**src/rtl/imem_rb_pkg.sv**
```systemverilog
// imem_rb_pkg: shared FSM encoding and buffer sizing for the instruction-memory readback block.
package imem_rb_pkg;

  typedef enum logic [1:0] {
    IDLE,
    READ,
    DRAIN,
    DONE
  } state_t;

  localparam int ADDR_STEP = 4;
  localparam int BUF_DEPTH = 2;

endpackage

```
**src/rtl/imem_readback_skid_buf.sv**
```systemverilog
// rb_skid_buf: 2-entry FIFO carrying {addr, last, data} beats from the memory port to the stream output.
// Latency: a push is visible at the head on the next cycle.
// Backpressure: the producer must respect count; push and pop together on a full buffer is legal.
module rb_skid_buf
  import imem_rb_pkg::*;
#(
  parameter int W = 65
) (
  input  logic         clk,
  input  logic         rst,
  input  logic         push,
  input  logic [W-1:0] push_dat,
  input  logic         pop,
  output logic [W-1:0] pop_dat,
  output logic [1:0]   count,
  output logic         pop_vld
);

  logic [W-1:0] mem [BUF_DEPTH];
  logic         wr_ptr;
  logic         rd_ptr;

  assign pop_dat = mem[rd_ptr];
  assign pop_vld = (count != 2'd0);

  // Storage is reset too so the payload outputs read zero while rst is held.
  always_ff @(posedge clk or posedge rst) begin
    if (rst) begin
      mem[0] <= '0;
      mem[1] <= '0;
      wr_ptr <= 1'b0;
      rd_ptr <= 1'b0;
      count  <= 2'd0;
    end else begin
      if (push) begin
        mem[wr_ptr] <= push_dat;
        wr_ptr      <= ~wr_ptr;
      end
      if (pop) begin
        rd_ptr <= ~rd_ptr;
      end
      case ({push, pop})
        2'b10:   count <= count + 2'd1;
        2'b01:   count <= count - 2'd1;
        default: count <= count;
      endcase
    end
  end

endmodule

```
**src/rtl/imem_readback.sv**
```systemverilog
// imem_readback: streams a word range of instruction memory with byte addresses; IMEM_RB_CHECKSUM_EN adds an XOR checksum port.
// Latency: start -> first read 1 cycle, first beat 3 cycles, done pulse N+3 cycles when never stalled.
// Backpressure: out_ready low holds the beat; reads stall on credit so the 2-entry buffer never overflows.
module imem_readback
  import imem_rb_pkg::*;
#(
  parameter int ADDR_W = 32,
  parameter int DATA_W = 32,
  parameter int CNT_W  = 16
) (
  input  logic              clk,
  input  logic              rst,
  input  logic              start,
  input  logic [ADDR_W-1:0] base_addr,
  input  logic [CNT_W-1:0]  word_count,
  output logic              mem_rd_en,
  output logic [ADDR_W-1:0] mem_rd_addr,
  input  logic [DATA_W-1:0] mem_rd_data,
  output logic              out_valid,
  input  logic              out_ready,
  output logic [DATA_W-1:0] out_data,
  output logic [ADDR_W-1:0] out_addr,
  output logic              out_last,
  output logic              busy,
  output logic              done
`ifdef IMEM_RB_CHECKSUM_EN
  ,
  output logic [DATA_W-1:0] checksum
`endif
);

  localparam int ENT_W = ADDR_W + 1 + DATA_W;

  state_t            state;
  state_t            state_nxt;
  logic [ADDR_W-1:0] rd_addr;
  logic [CNT_W-1:0]  remaining;
  logic              inflight;
  logic              inflight_last;
  logic [ADDR_W-1:0] inflight_addr;
  logic [ENT_W-1:0]  push_dat;
  logic [ENT_W-1:0]  head_dat;
  logic [1:0]        buf_count;
  logic              buf_vld;
  logic              pop;
  logic              rd_go;
  logic              credit_ok;
  logic [2:0]        occ;
  logic              accept;

  assign accept = (state == IDLE) && start;
  assign pop    = buf_vld && out_ready;

  // A beat leaving this cycle frees its slot for a read issued in the same cycle.
  assign occ       = {1'b0, buf_count} + {2'b00, inflight};
  assign credit_ok = (occ - {2'b00, pop}) < 3'(BUF_DEPTH);

  always_comb begin
    state_nxt = state;
    rd_go     = 1'b0;
    case (state)
      IDLE: begin
        if (start) begin
          state_nxt = (word_count != '0) ? READ : DONE;
        end
      end
      READ: begin
        rd_go = credit_ok;
        if (credit_ok && (remaining == CNT_W'(1))) begin
          state_nxt = DRAIN;
        end
      end
      DRAIN: begin
        // Leave as the final beat is being taken so done lands right after it.
        if (!inflight && ((buf_count == 2'd0) || ((buf_count == 2'd1) && pop))) begin
          state_nxt = DONE;
        end
      end
      DONE: begin
        state_nxt = IDLE;
      end
      default: begin
        state_nxt = IDLE;
      end
    endcase
  end

  always_ff @(posedge clk or posedge rst) begin
    if (rst) begin
      state         <= IDLE;
      rd_addr       <= '0;
      remaining     <= '0;
      inflight      <= 1'b0;
      inflight_last <= 1'b0;
      inflight_addr <= '0;
    end else begin
      state    <= state_nxt;
      inflight <= rd_go;
      if (accept) begin
        rd_addr   <= base_addr & ~ADDR_W'(3);
        remaining <= word_count;
      end else if (rd_go) begin
        rd_addr   <= rd_addr + ADDR_W'(ADDR_STEP);
        remaining <= remaining - CNT_W'(1);
      end
      if (rd_go) begin
        inflight_addr <= rd_addr;
        inflight_last <= (remaining == CNT_W'(1));
      end
    end
  end

  assign push_dat = {inflight_addr, inflight_last, mem_rd_data};

  rb_skid_buf #(
    .W (ENT_W)
  ) u_buf (
    .clk      (clk),
    .rst      (rst),
    .push     (inflight),
    .push_dat (push_dat),
    .pop      (pop),
    .pop_dat  (head_dat),
    .count    (buf_count),
    .pop_vld  (buf_vld)
  );

  assign mem_rd_en   = rd_go;
  assign mem_rd_addr = rd_addr;
  assign out_valid   = buf_vld;
  assign out_data    = head_dat[DATA_W-1:0];
  assign out_last    = head_dat[DATA_W];
  assign out_addr    = head_dat[ENT_W-1 -: ADDR_W];
  assign busy        = (state != IDLE);
  assign done        = (state == DONE);

`ifdef IMEM_RB_CHECKSUM_EN
  logic [DATA_W-1:0] cs_q;

  always_ff @(posedge clk or posedge rst) begin
    if (rst) begin
      cs_q <= '0;
    end else if (accept) begin
      cs_q <= '0;
    end else if (pop) begin
      cs_q <= cs_q ^ out_data;
    end
  end

  assign checksum = cs_q;
`endif

endmodule

```
**config.mk**
```make
export PLATFORM = sky130hd
export DESIGN_NAME = imem_readback
export DESIGN_NICKNAME = d
export VERILOG_FILES = /design/src/rtl/imem_rb_pkg.sv /design/src/rtl/imem_readback_skid_buf.sv /design/src/rtl/imem_readback.sv
export SDC_FILE = /design/constraint.sdc
export NUM_CORES = 1
export LEC_CHECK = 0
export ABC_CLOCK_PERIOD_IN_PS = 9060
export CAP_MARGIN = 0
export CORE_ASPECT_RATIO = 1.5
export CORE_UTILIZATION = 50
export CTS_CLUSTER_DIAMETER = 100
export CTS_CLUSTER_SIZE = 25
export DETAILED_ROUTE_END_ITERATION = 16
export MAX_ROUTING_LAYER = met4
export PLACE_DENSITY_LB_ADDON = 0.05
export SYNTH_ARGS = -nofsm -noshare
export SYNTH_HDL_FRONTEND = slang
export SYNTH_SLANG_ARGS = --single-unit
```
**constraint.sdc**
```tcl
create_clock -name clk -period 9.06 [get_ports clk]
set_clock_uncertainty 0.05 [all_clocks]
set_input_delay 0.906 -clock clk [delete_from_list [all_inputs] [get_ports clk]]
set_output_delay 0.906 -clock clk [all_outputs]
set_load 0.05 [all_outputs]
```
### Word-level counts from Yosys, hierarchy flattened

Index checks and enable logic that the tools add are counted.

| word-level totals | value |
|---|---|
| output and inout port bits | 101 |
| logic and storage cells | 68 |
| register bits after elaboration | 218 |

| cells by class | value |
|---|---|
| reduce and logical (&&, ||, !) cells | 16 |
| muxes and demuxes | 17 |
| add/subtract/negate cells | 6 |
| equal/unequal tests | 10 |
| bitwise operators | 4 |
| $lt $le $gt $ge | 4 |

Operator list:

| operator | count |
|---|---|
| 2-to-1 mux 65 bit | 4 |
| bitwise mux 130 bit | 1 |
| demux 65 bit (select 1 bit) | 1 |
| 2-to-1 mux 32 bit | 2 |
| adder 32 x 3 -> 32 bit, second input constant | 1 |
| 2-to-1 mux 16 bit | 2 |
| equality test 16 x 1 -> 1 bit, second input constant | 1 |
| nonzero test 16 bit | 1 |
| subtractor 16 x 1 -> 16 bit, second input constant | 1 |
| 2-to-1 mux 2 bit | 4 |
| case mux 2 bit (4 select lines) | 1 |
| nonzero test 2 bit | 4 |
| equality test 2 x 1 -> 1 bit, second input constant | 3 |
| equality test 2 bit, second input constant | 3 |
| logical AND 1 bit | 6 |
| inequality test 2 bit, second input constant | 3 |
| greater-or-equal comparator 2 bit, second input constant | 2 |
| zero test 2 bit | 2 |
| inverter 1 -> 2 bit | 2 |
| case mux 2 bit (2 select lines) | 1 |
| adder 2 x 1 -> 3 bit | 1 |
| < comparator 3 x 2 -> 1 bit, second input constant | 1 |
| AND reduction 3 bit | 1 |
| subtractor 3 x 1 -> 3 bit | 1 |
| other kinds (7) | 8 |

### Longest topological paths before layout

Gate-level depths: netlist of run 1.

| logic depth | value |
|---|---|
| word-level depth | 7 |
| depth in mapped cells | 13 |
| mapped depth without buffers | 11 |

### Cells and area by module

From an unflattened synthesis of run 1, not the netlist that was laid out.

| unflattened totals | value |
|---|---|
| cells, all modules | 834 |
| area, all modules | 9959.6 um2 |

Modules (own cells, without submodules):

| module | instances | cells an instance | area an instance (um2) | sequential area each (um2) |
|---|---|---|---|---|
| rb_skid_buf | 1 | 362 | 5805.6 | 3353.2 |
| imem_readback | 1 | 472 | 4154.0 | 2001.9 |

### Worst setup path before layout of run 1

Ideal clock, no wire load.

| timing path | value |
|---|---|
| path type | input-to-output |
| start point | input port out_ready |
| end point | output port mem_rd_en |
| arrival | 3.141 ns |
| setup slack | 4.963 ns |
| stages | 8 |
| path buffers | 2 |
| path through | nand2b_1 > clkbuf_1 > xnor2_1 > nand2b_1 > fa_1 > xor2_1 > nor2_1 > clkbuf_1 |

| between the ends | value |
|---|---|
| cells in the longest elaborated chain, start to end | 4 |

Ends and longest elaborated chain:

| element | RTL line | RTL |
|---|---|---|
| start, declared | imem_readback.sv:20 | `input logic out_ready,` |
| logical AND 1 bit | imem_readback.sv:52 | `assign pop = buf_vld && out_ready;` |
| subtractor 3 x 1 -> 3 bit | imem_readback.sv:56 | `assign credit_ok = (occ - {2'b00, pop}) < 3'(BUF_DEPTH);` |
| < comparator 3 x 2 -> 1 bit | imem_readback.sv:56 |  |
| 2-to-1 mux 1 bit | imem_readback.sv:61 | `case (state)` |
| end, declared | imem_readback.sv:16 | `output logic mem_rd_en,` |

No other way between the ends.

### Worst setup path in the final report of run 1

Same ends and word-level chain as after synthesis.

==> reports/results.md, run 1 <==
* **Detailed Route Iter0 Violations** 267
* **vertical extent of the die** 172 µm
* **share of the clock period used by the worst path** 50.9%
* **sequential cell area in the final layout** 5260 µm²
* **total negative setup slack** 0 ns
* **result of the run** complete, no violations
* **overall track demand over capacity in global routing** 22.9%
* **Total Wirelength** 21800 µm
* **Final Wtd Congestion** 0.816
* **setup repair after global routing missed its margin** false
* **Internal** 2800 µW
* **die width** 116 µm
* **global-route wire length before repair** 34500 µm
* **share of synthesized area occupied by flip-flops and latches** 54.3%
* **area of the multi-input gates** 4230 µm²
* **maximum fanout encountered on the critical timing path** 7
* **number of hold buffers added after cts** 0
* **CP Data Arrival Time** 3.66 ns
* **cell area after layout** 12000 µm²
* **P&R area growth vs syn** 24.1%
* **share of flip-flops with an asynchronous set or reset after synthesis** 100%
* **fraction of power spent switching nets** 45.0%
* **endpoints failing setup** 0
* **area of the core** 19100 µm²
* **class of the most critical setup path** input port to primary output
* **type of destination of the critical path** primary output
* **CTS Buf Count** 12
* **number of top-level pins** 185
* **filler cell count** 1563
* **number of design rule violations left after detail routing** 0
* **Site Rows** 62
* **Ant. Diodes** 0
* **worst vdd ir** 0.241 mV
* **Yosys Warn Count** 0
* **H-tree levels** 1
* **max_cap viols** 0
* **clock group share of total power** 11.1%
* **post-detailed-route count of antenna-violating nets** 0
* **clock-pin transition on the worst setup and hold timing paths** 0.09 ns
* **maximum number of pins on one net before global-route repair** 133
* **switching component of the power** 2290 µW
* **CP Data Required Time** 8.10 ns
* **via count of the first global-routing pass** 6750
* **HP Class** flop to flop
* **Pleak** 0.00494 µW
* **via-per-instance ratio** 5.50
* **post-cts sizing count** 0
* **clock latency on the worst-skew pair** 0.48 ns
* **combinational share of power** 53.8%
* **drt pass-1 iters** 4
* **Cells after Synth** 770
* **number of antenna violations at the first check in global routing** 0
* **number of clock sinks** 210
* **f_max** 217 MHz
* **portion of total power attributed to sequential cells** 35.1%
* **post-DR wirelength/cell** 18.5 µm
* **combined area of all synthesized cells** 9680 µm²
* **layout net count** 1019
* **total setup buffers inserted after CTS** 0
* **most common flop cell mapped by yosys** sky130_fd_sc_hd__dfrtp_1
* **total of flip-flops plus latches after synthesis** 210
* **number of buffers on the longest clock path** 3
* **power density over the cells** 423 nW/µm²
* **sum of overflow across all layers after global routing** 0
* **Die Outline Area** 19900 µm²
* **fraction of final layout cells with drive strength greater than 1** 26.6%
* **starting density of the core** 50.7%
* **Via Count** 6490
* **Port Buf Inserts** 178
* **detailed placement HPWL** 14700 µm
* **number of unique standard cell types used by synthesis** 42
* **mean instance size in the synthesized netlist** 12.6 µm²
* **Max transition margin** 24.1%
* **CTS root buf** sky130_fd_sc_hd__clkbuf_16
* **number of flops mapped to enable cells by yosys** 0
* **DP Area** 11700 µm²
* **TritonCTS clock tree** yes
* **Final Hold Violating Endpoints** 0
* **Startpoint Class** input port
* **final number of max-transition violations** 0
* **actual slew at the worst max-slew pin** 1.13 ns
* **Final Critical Period** 4.61 ns
[per-layer routing]
metal  up-vias  track usage [%]  part of all wire [%]  wire, µm
met2       156             41.3                    54     11700
li1       3028                -                     -         -
met1      3283             26.3                    40      8770
met4         0             6.24                   1.3       281
met5         -                -                     0         0
met3        23             3.33                   4.9      1070
[worst max-delay path, cell delays in order]
cell and delay, ns:
sky130_fd_sc_hd__clkdlybuf4s50_1 0.48, sky130_fd_sc_hd__nand2b_1 0.17, sky130_fd_sc_hd__xnor2_1 0.20, sky130_fd_sc_hd__nand2b_1 0.18, sky130_fd_sc_hd__fa_1 0.39, sky130_fd_sc_hd__xor2_1 0.53
sky130_fd_sc_hd__nor2_4 0.08, sky130_fd_sc_hd__clkdlybuf4s50_1 0.73
[power by group through the flow]
stage / clock (µW) / combinational [µW] / sequential [µW]
after global routing: 615 / 2900 / 1850
after CTS: 586 / 2760 / 1790
after floorplan: 0 / 1850 / 1830
after detailed placement: 0 / 2750 / 1810
after global placement: 0 / 2700 / 1760
final: 565 / 2740 / 1790
[stage by stage]
| stage | power, µW | hold WS [ns] | setup slack [ns] | utilization [%] | instances |
|---|---|---|---|---|---|
| 4_1_cts | 5140 | 0.461 | 4.44 | 63.0 | 1181 |
| 5_1_grt | 5360 | 0.475 | 4.30 | 63.0 | 1181 |
| 3_5_place_dp | 4560 | 0.437 | 4.44 | 61.2 | 1166 |
| 3_3_place_gp | 4460 | 0.431 | 4.49 | 61.2 | 1166 |
| 2_1_floorplan | 3680 | 0.411 | 2.37 | - | 773 |
| 6_report | 5090 | 0.457 | 4.45 | 63.0 | 1181 |
[kinds of logic after synthesis]
| family | Yosys count | share of synthesized area (%) |
|---|---|---|
| buffers and inverters | 57 | 2.38 |
| adders and majority gates | 11 | 1.50 |
| AOI/OAI and AO/OA | 68 | 3.92 |
| other | 1 | 0.0387 |
| xor gates and xnor gates | 37 | 3.35 |
| muxes | 223 | 25.9 |
| DFF | 210 | 54.3 |
| and+or+nand+nor | 163 | 8.66 |
[state kept, by name, indices dropped and copies added, names as in the netlist]
name / cells
mem_rd_addr: 30
u_buf.count: 2
u_buf.mem: 126
inflight_addr: 30
inflight_last: 1
state: 2
u_buf.wr_ptr: 1
u_buf.rd_ptr: 1
inflight: 1
remaining: 16
[synth_stat cells (6+ instances only)]
cell type	number	share of area, %
sky130_fd_sc_hd__nand4_1	9	0.58
sky130_fd_sc_hd__nor2_1	25	0.97
sky130_fd_sc_hd__dfrtp_1	210	54
sky130_fd_sc_hd__inv_1	13	0.50
sky130_fd_sc_hd__xor2_1	22	2.0
sky130_fd_sc_hd__nand3_1	15	0.78
sky130_fd_sc_hd__nor3_1	6	0.31
sky130_fd_sc_hd__and3_1	7	0.45
sky130_fd_sc_hd__nand2_1	59	2.3
sky130_fd_sc_hd__ha_1	10	1.3
sky130_fd_sc_hd__nor4_1	9	0.58
sky130_fd_sc_hd__xnor2_1	15	1.4
sky130_fd_sc_hd__mux2_2	220	26
sky130_fd_sc_hd__clkbuf_1	36	1.4
sky130_fd_sc_hd__a31oi_1	11	0.71
sky130_fd_sc_hd__o21ai_0	44	2.3
sky130_fd_sc_hd__or4_1	6	0.47
sky130_fd_sc_hd__or3_1	8	0.52
[worst paths after layout]
path,cells past startpoint,end,slack (ns),startpoint
setup / recovery,8,mem_rd_en,4.45,out_ready
hold / removal,1,u_buf.mem[6],0.46,u_buf.mem[6]
setup reg to reg,11,mem_rd_addr[29],4.99,u_buf.count[1]
hold reg to reg,1,u_buf.mem[6],0.46,u_buf.mem[6]
max in group asynchronous,3,u_buf.mem[108],6.42,rst
min in group asynchronous,2,u_buf.mem[12],0.96,rst
[final cells by class]
class,count,area share [%]
tap,256,2.67
timing repair buffer,181,15.0
multi-input combinational,506,35.2
clock buffer,14,2.74
clock inverter,1,0.135
sequential,210,43.8
inverter,13,0.469
[placed cells by master, fill, tap and decap left out, drive strengths merged, types with 3 or more instances in the layout]
| cell | instances |
|---|---|
| nand3 | 15 |
| nor3 | 6 |
| clkbuf | 14 |
| mux2i | 3 |
| inv | 14 |
| and3 | 7 |
| nand2 | 59 |
| or4 | 7 |
| nand4b | 3 |
| nor4 | 10 |
| o31ai | 3 |
| ha | 10 |
| nand4 | 9 |
| and4 | 3 |
| clkdlybuf4s50 | 178 |
| mux2 | 220 |
| a21oi | 5 |
| or3 | 8 |
| nor2 | 25 |
| a31oi | 11 |
| o21ai | 44 |
| xor2 | 22 |
| xnor2 | 15 |
| buf | 3 |
| dfrtp | 210 |
| conb | 4 |
Note: power is estimated with default switching activity, not from simulation.
==> run 2: changes to the inputs <==
Settings changed: ABC_CLOCK_PERIOD_IN_PS 9060 to 3890, CORE_UTILIZATION 50 to 47.
Clock period 9.06 ns to 3.89 ns, I/O delays scaled along.
==> run 2 against run 1 <==
Compared with the run above:
- hold slack worse by 0.039 ns
- clock power up 130%
- via count up 1.5%
==> reports/results.md, run 2 (synthesized netlist as in run 1, its figures left out) <==
* **result of the run** complete, no violations, unchanged
* **sum of overflow across all layers after global routing** 0, unchanged
* **detailed placement HPWL** 15800 µm, was 14700 µm
* **Max transition margin** 31.1%, was 24.1%
* **CP Data Required Time** 4.23 ns, was 8.10 ns
* **area of the core** 19900 µm², was 19100 µm²
* **global-route wire length before repair** 37000 µm, was 34500 µm
* **endpoints failing setup** 0, unchanged
* **number of antenna violations at the first check in global routing** 0, unchanged
* **maximum fanout encountered on the critical timing path** 5, was 7
* **number of design rule violations left after detail routing** 0, unchanged
* **Ant. Diodes** 0, unchanged
* **Pleak** 0.00503 µW, was 0.00494 µW
* **via count of the first global-routing pass** 7218, was 6750
* **f_max** 269 MHz
* **Post-Route M1 WL** 8990 µm, was 8770 µm
* **routed wl met3** 1050 µm, was 1070 µm
* **share of the clock period used by the worst path** 95.5%
* **Die Outline Area** 21200 µm², was 19900 µm²
* **via-per-instance ratio** 5.50, about the same
* **clock-pin transition on the worst setup and hold timing paths** 0.10 ns, was 0.09 ns
* **highest metal used** met4, unchanged
* **end of the worst register-to-register path** mem_rd_addr[24], was mem_rd_addr[29]
* **commonest non-fill, non-tap cells in the layout** 220 x sky130_fd_sc_hd__mux2_2, 209 x sky130_fd_sc_hd__dfrtp_1, 177 x sky130_fd_sc_hd__clkdlybuf4s50_1, was 220 x sky130_fd_sc_hd__mux2_2, 209 x sky130_fd_sc_hd__dfrtp_1, 178 x sky130_fd_sc_hd__clkdlybuf4s50_1
* **drt pass-1 iters** 4, unchanged
* **worst slack, placed** 0.0528 ns, was 4.44 ns
* **H-tree levels** 1, unchanged
* **die width** 119 µm, was 116 µm
* **type of destination of the critical path** flop, was primary output
* **max reg flops** 126, unchanged
* **register name with the most flops** u_buf.mem, unchanged
* **P&R area growth vs syn** 26.0%, was 24.1%
* **Total Wirelength** 22600 µm, was 21800 µm
* **post-detailed-route count of antenna-violating nets** 0, unchanged
* **overall track demand over capacity in global routing** 22.6%, was 22.9%
* **TritonCTS clock tree** yes, unchanged
* **final number of max-transition violations** 0, unchanged
* **power density over the cells** 982 nW/µm², was 423 nW/µm²
* **number of hold buffers added after cts** 0, unchanged
* **layout net count** 1033, was 1019
* **Final Critical Period** 3.71 ns
* **actual slew at the worst max-slew pin** 1.03 ns, was 1.13 ns
* **vertical extent of the die** 178 µm, was 172 µm
* **Via Count** 6590, was 6490
* **setup repair after global routing missed its margin** false, unchanged
* **leading cell type in the layout, fill and taps excluded** sky130_fd_sc_hd__mux2_2, unchanged
* **worst vdd ir** 0.495 mV, was 0.241 mV
* **fraction of final layout cells with drive strength greater than 1** 27.9%, was 26.6%
* **Site Rows** 63, was 62
* **beginning of the critical path** u_buf.count[1], was out_ready
* **Detailed Route Iter0 Violations** 212, was 267
* **sequential cell area in the final layout** 5260 µm², about the same
* **CTS Buf Count** 12, unchanged
* **worst hold path startpoint** base_addr[15], was u_buf.mem[6]
* **clock latency on the worst-skew pair** 0.47 ns, was 0.48 ns
* **number of clock sinks** 210, unchanged
* **Total Power Consumption** 12000 µW, was 5090 µW
* **Port Buf Inserts** 178, unchanged
* **filler cell count** 1670, was 1563
* **HP Class** input port to flop, was flop to flop
* **r2r startpoint** u_buf.count[1], unchanged
* **max_cap viols** 0, unchanged
* **total negative setup slack** 0 ns, unchanged
* **CP Data Arrival Time** 4.05 ns, was 3.66 ns
* **minimum setup slack in the final design** 0.176 ns, was 4.45 ns
* **starting density of the core** 48.6%, was 50.7%
* **CTS root buf** sky130_fd_sc_hd__clkbuf_16, unchanged
* **DP Area** 11800 µm², was 11700 µm²
* **Final Wtd Congestion** 0.816, about the same
* **crit path to** mem_rd_addr[24], was mem_rd_en
* **post-DR wirelength/cell** 18.8 µm, was 18.5 µm
* **number of top-level pins** 185, unchanged
* **Startpoint Class** flop, was input port
* **cell area after layout** 12200 µm², was 12000 µm²
* **worst-case reg-to-reg path depth** 12, was 11
* **maximum number of pins on one net before global-route repair** 64, was 133
* **area of the multi-input gates** 4240 µm², was 4230 µm²
* **number of buffers on the longest clock path** 3, unchanged
* **Met2 Routed Length** 12200 µm, was 11700 µm
* **Final Hold Violating Endpoints** 0, unchanged
* **register-to-register path setup slack** 0.18 ns, was 4.99 ns
* **class of the most critical setup path** flop to flop, was input port to primary output
run 2: repair_timing:
action | 4_1_cts | 5_1_grt
gates resized for setup | 0 | 1
buffers inserted | 0 | 0
endpoints found under the hold margin | 0 | 0
setup endpoints to repair | 0 | 2
run 2: layout make-up:
| class | instances | share of cell area [%] |
|---|---|---|
| Sequential cell | 210 | 43.1 |
| Tap cell | 260 | 2.67 |
| Inverter | 13 | 0.431 |
| Multi-Input combinational cell | 506 | 34.7 |
| Timing Repair Buffer | 195 | 16.2 |
| Clock buffer | 14 | 2.70 |
| Clock inverter | 1 | 0.133 |
run 2: how the worst min path moves through the flow:
stage | to | cells past startpoint
final | mem_rd_addr[15] | 3
after global placement | u_buf.mem[28] | 1
after floorplan | u_buf.wr_ptr | 1
after detailed placement | u_buf.mem[17] | 1
after global routing | mem_rd_addr[16] | 3
after CTS | mem_rd_addr[15] | 3
run 2: metal layers:
layer | vias up | GRT usage, %
li1 | 3046 | -
met1 | 3360 | 26.2
met2 | 157 | 41.0
met3 | 27 | 3.34
met4 | 0 | 5.38
met5 | - | -
run 2: power by group:
part           total [µW]  leakage [µW]  internal [µW]  switching, µW
clock                1320      0.000169            614            703
combinational        6590       0.00233           2770           3820
sequential           4070       0.00254           3220            854
total               12000       0.00503           6610           5380
run 2: worst max-delay path, stage by stage, from the launching register on:
cell and delay (ns):
sky130_fd_sc_hd__dfrtp_1 0.45, sky130_fd_sc_hd__inv_1 0.11, sky130_fd_sc_hd__ha_1 0.21, sky130_fd_sc_hd__nand2b_1 0.18, sky130_fd_sc_hd__xnor2_1 0.17, sky130_fd_sc_hd__nand2b_1 0.18, sky130_fd_sc_hd__fa_1 0.51, sky130_fd_sc_hd__inv_1 0.08
sky130_fd_sc_hd__or4b_4 0.58, sky130_fd_sc_hd__buf_4 0.18, sky130_fd_sc_hd__or3_1 0.39, sky130_fd_sc_hd__or3_1 0.37, sky130_fd_sc_hd__a31oi_1 0.18
run 2: stage by stage:
step / instances / utilization [%] / hold WS [ns]
final: 1199 / 61.2 / 0.419
after global routing: 1199 / 61.2 / 0.412
after CTS: 1199 / 61.1 / 0.400
after detailed placement: 1184 / 59.4 / 0.437
after global placement: 1184 / 59.4 / 0.431
after floorplan: 773 / - / 0.411
==> run 3: changes to the inputs <==
Settings changed: CORE_MARGIN from default to 2.
==> run 3 against run 2 <==
Compared with the run above:
- global-route usage shrank 1.2 points
- power fell by 0.49%
- first-iteration DRC count up 16%
- die area rose by 2.8%
- setup slack improved by 0.078 ns
- largest power group unchanged
- design area shrank 0.55%
- critical path depth down 1
- combinational power shrank 2%
- highest routed layer unchanged
- non-clock buffer count shrank 5
==> reports/results.md, run 3 (synthesized netlist as in run 1, its figures left out) <==
* **result of the run** complete, no violations, unchanged
* **share of the clock period used by the worst path** 93.5%, was 95.5%
* **drt pass-1 iters** 5, was 4
* **Die Outline Area** 21800 µm², was 21200 µm²
* **Via Count** 6520, was 6590
* **Final Critical Period** 3.64 ns, was 3.71 ns
* **P&R area growth vs syn** 25.3%, was 26.0%
* **endpoints failing setup** 0, unchanged
* **fraction of final layout cells with drive strength greater than 1** 27.5%, was 27.9%
* **number of top-level pins** 185, unchanged
* **detailed placement HPWL** 15400 µm, was 15800 µm
* **Port Buf Inserts** 178, unchanged
* **die width** 121 µm, was 119 µm
* **sum of overflow across all layers after global routing** 0, unchanged
* **Ant. Diodes** 0, unchanged
* **Detailed Route Iter0 Violations** 245, was 212
* **layout net count** 1028, was 1033
* **Internal** 6580 µW, was 6610 µW
* **via count of the first global-routing pass** 7087, was 7218
* **total negative setup slack** 0 ns, unchanged
* **clock-pin transition on the worst setup and hold timing paths** 0.09 ns, was 0.10 ns
* **number of antenna violations at the first check in global routing** 0, unchanged
* **worst vdd ir** 0.636 mV, was 0.495 mV
* **Pleak** 0.00499 µW, was 0.00503 µW
* **combinational share of power** 54.2%, was 55.0%
* **maximum number of pins on one net before global-route repair** 130, was 64
* **Final Wtd Congestion** 0.841, was 0.816
* **maximum fanout encountered on the critical timing path** 21, was 5
* **overall track demand over capacity in global routing** 21.4%, was 22.6%
* **CP Data Required Time** 3.45 ns, was 4.23 ns
* **starting density of the core** 47.6%, was 48.6%
* **filler cell count** 1717, was 1670
* **setup repair after global routing missed its margin** false, unchanged
* **type of destination of the critical path** primary output, was flop
* **via-per-instance ratio** 5.44, was 5.50
* **area of the core** 20300 µm², was 19900 µm²
* **largest incremental delay on the critical path** 0.43 ns, was 0.58 ns
* **vertical extent of the die** 180 µm, was 178 µm
* **post-DR wirelength/cell** 18.7 µm, was 18.8 µm
* **highest-delay cell along the critical path** sky130_fd_sc_hd__dfrtp_1, was sky130_fd_sc_hd__or4b_4
* **portion of total power attributed to sequential cells** 34.9%, was 34.0%
* **number of hold buffers added after cts** 0, unchanged
* **cell breakdown of the critical path** inv_1 -> ha_1 -> nand2b_1 -> xnor2_1 -> nand2b_1 -> fa_1 -> xor2_1 -> buf_4 -> nor2_4 -> buf_12 -> buf_12, was inv_1 -> ha_1 -> nand2b_1 -> xnor2_1 -> nand2b_1 -> fa_1 -> inv_1 -> or4b_4 -> buf_4 -> or3_1 -> or3_1 -> a31oi_1
* **post-detailed-route count of antenna-violating nets** 0, unchanged
* **number of buffers on the longest clock path** 3, unchanged
* **Total Wirelength** 22400 µm, was 22600 µm
* **actual slew at the worst max-slew pin** 0.995 ns, was 1.03 ns
* **final number of max-transition violations** 0, unchanged
* **Site Rows** 64, was 63
* **max_cap viols** 0, unchanged
* **tightest hold margin** 0.300 ns, was 0.419 ns
* **fraction of power spent switching nets** 44.8%, was 44.9%
* **number of design rule violations left after detail routing** 0, unchanged
* **f_max** 275 MHz, was 269 MHz
* **Final Hold Violating Endpoints** 0, unchanged
* **Startpoint Class** flop, unchanged
* **CTS Buf Count** 12, unchanged
* **CTS root buf** sky130_fd_sc_hd__clkbuf_16, unchanged
* **number of clock sinks** 210, unchanged
* **CP Data Arrival Time** 3.20 ns, was 4.05 ns
* **global-route wire length before repair** 36600 µm, was 37000 µm
* **class of the most critical setup path** flop to primary output, was flop to flop
* **clock group share of total power** 10.9%, was 11.0%
* **register name with the most flops** u_buf.mem, unchanged
* **max reg flops** 126, unchanged
* **Max transition margin** 33.7%, was 31.1%
* **H-tree levels** 1, unchanged
* **HP Class** input port to async pin, was input port to flop
* **power density over the cells** 983 nW/µm², was 982 nW/µm²
* **clock latency on the worst-skew pair** 0.47 ns, about the same
* **commonest non-fill, non-tap cells in the layout** 220 x sky130_fd_sc_hd__mux2_2, 209 x sky130_fd_sc_hd__dfrtp_1, 177 x sky130_fd_sc_hd__clkdlybuf4s50_1, unchanged
* **leading cell type in the layout, fill and taps excluded** sky130_fd_sc_hd__mux2_2, unchanged
* **switching component of the power** 5340 µW, was 5380 µW
* **TritonCTS clock tree** yes, unchanged
run 3: cell types whose count changed in the layout (fill, tap and decap cells not counted), sizes merged:
| cell | delta |
|---|---|
| buf | -5 |
run 3: path summary, 6_finish.rpt:
check / from / to / slack (ns) / depth (start not counted)
max reg2reg: u_buf.count[1] / mem_rd_addr[22] / 0.28 / 11
min: rst / u_buf.mem[25] / 0.30 / 2
max in group asynchronous: rst / u_buf.rd_ptr / 2.38 / 3
min in group clk: base_addr[20] / mem_rd_addr[20] / 0.41 / 3
max: u_buf.count[1] / mem_rd_en / 0.25 / 11
min reg2reg: u_buf.mem[55] / u_buf.mem[55] / 0.46 / 1
run 3: through the flow:
| stage | instance area (µm²) | total power [µW] | utilization [%] | setup WS, ns | cells |
|---|---|---|---|---|---|
| 2_1_floorplan | 9700 | 8580 | - | 0.265 | 773 |
| 3_3_place_gp | 11800 | 10500 | 57.9 | 0.135 | 1183 |
| 3_5_place_dp | 11800 | 10700 | 57.9 | 0.0657 | 1183 |
| 4_1_cts | 12100 | 12100 | 59.6 | 0.159 | 1198 |
| 5_1_grt | 12100 | 12600 | 59.6 | 0.0552 | 1198 |
| 6_report | 12100 | 11900 | 59.6 | 0.254 | 1198 |
run 3: layout make-up:
type | count | area (µm²) | share of cell area [%]
Sequential cell | 210 | 5260 | 43.4
Multi-Input combinational cell | 506 | 4240 | 34.9
Timing Repair Buffer | 190 | 1910 | 15.7
Tap cell | 264 | 330 | 2.72
Clock buffer | 14 | 329 | 2.71
Inverter | 13 | 52.6 | 0.433
Clock inverter | 1 | 16.3 | 0.134
run 3: critical path, delay by kind of cell, from the launching register on:
kind / cells / cell delay [ns]
adders and majority gates: 2 / 0.60
and+or+nand+nor: 3 / 0.70
buffers and inverters: 4 / 0.68
DFF: 1 / 0.43
xor gates and xnor gates: 2 / 0.33
run 3: layer usage:
metal / routed length, µm / up-vias / GRT usage [%]
met5: 0 / - / -
met4: 299 / 0 / 4.51
met3: 1350 / 20 / 3.74
met2: 11900 / 182 / 38.1
met1: 8840 / 3280 / 25.2
li1: - / 3038 / -
run 3: timing repair:
action                                  in CTS  in global routing
endpoints found under the setup margin       0                  1
buffers inserted                             0                  0
resized for setup                            0                  1
run 3: power by group through the flow:
stage / Clock [µW] / Sequential, µW / Combinational (µW)
global placement: 0 / 4120 / 6390
global route: 1450 / 4330 / 6840
floorplan: 0 / 4260 / 4320
finish: 1300 / 4160 / 6460
detailed placement: 0 / 4220 / 6500
CTS: 1360 / 4170 / 6530
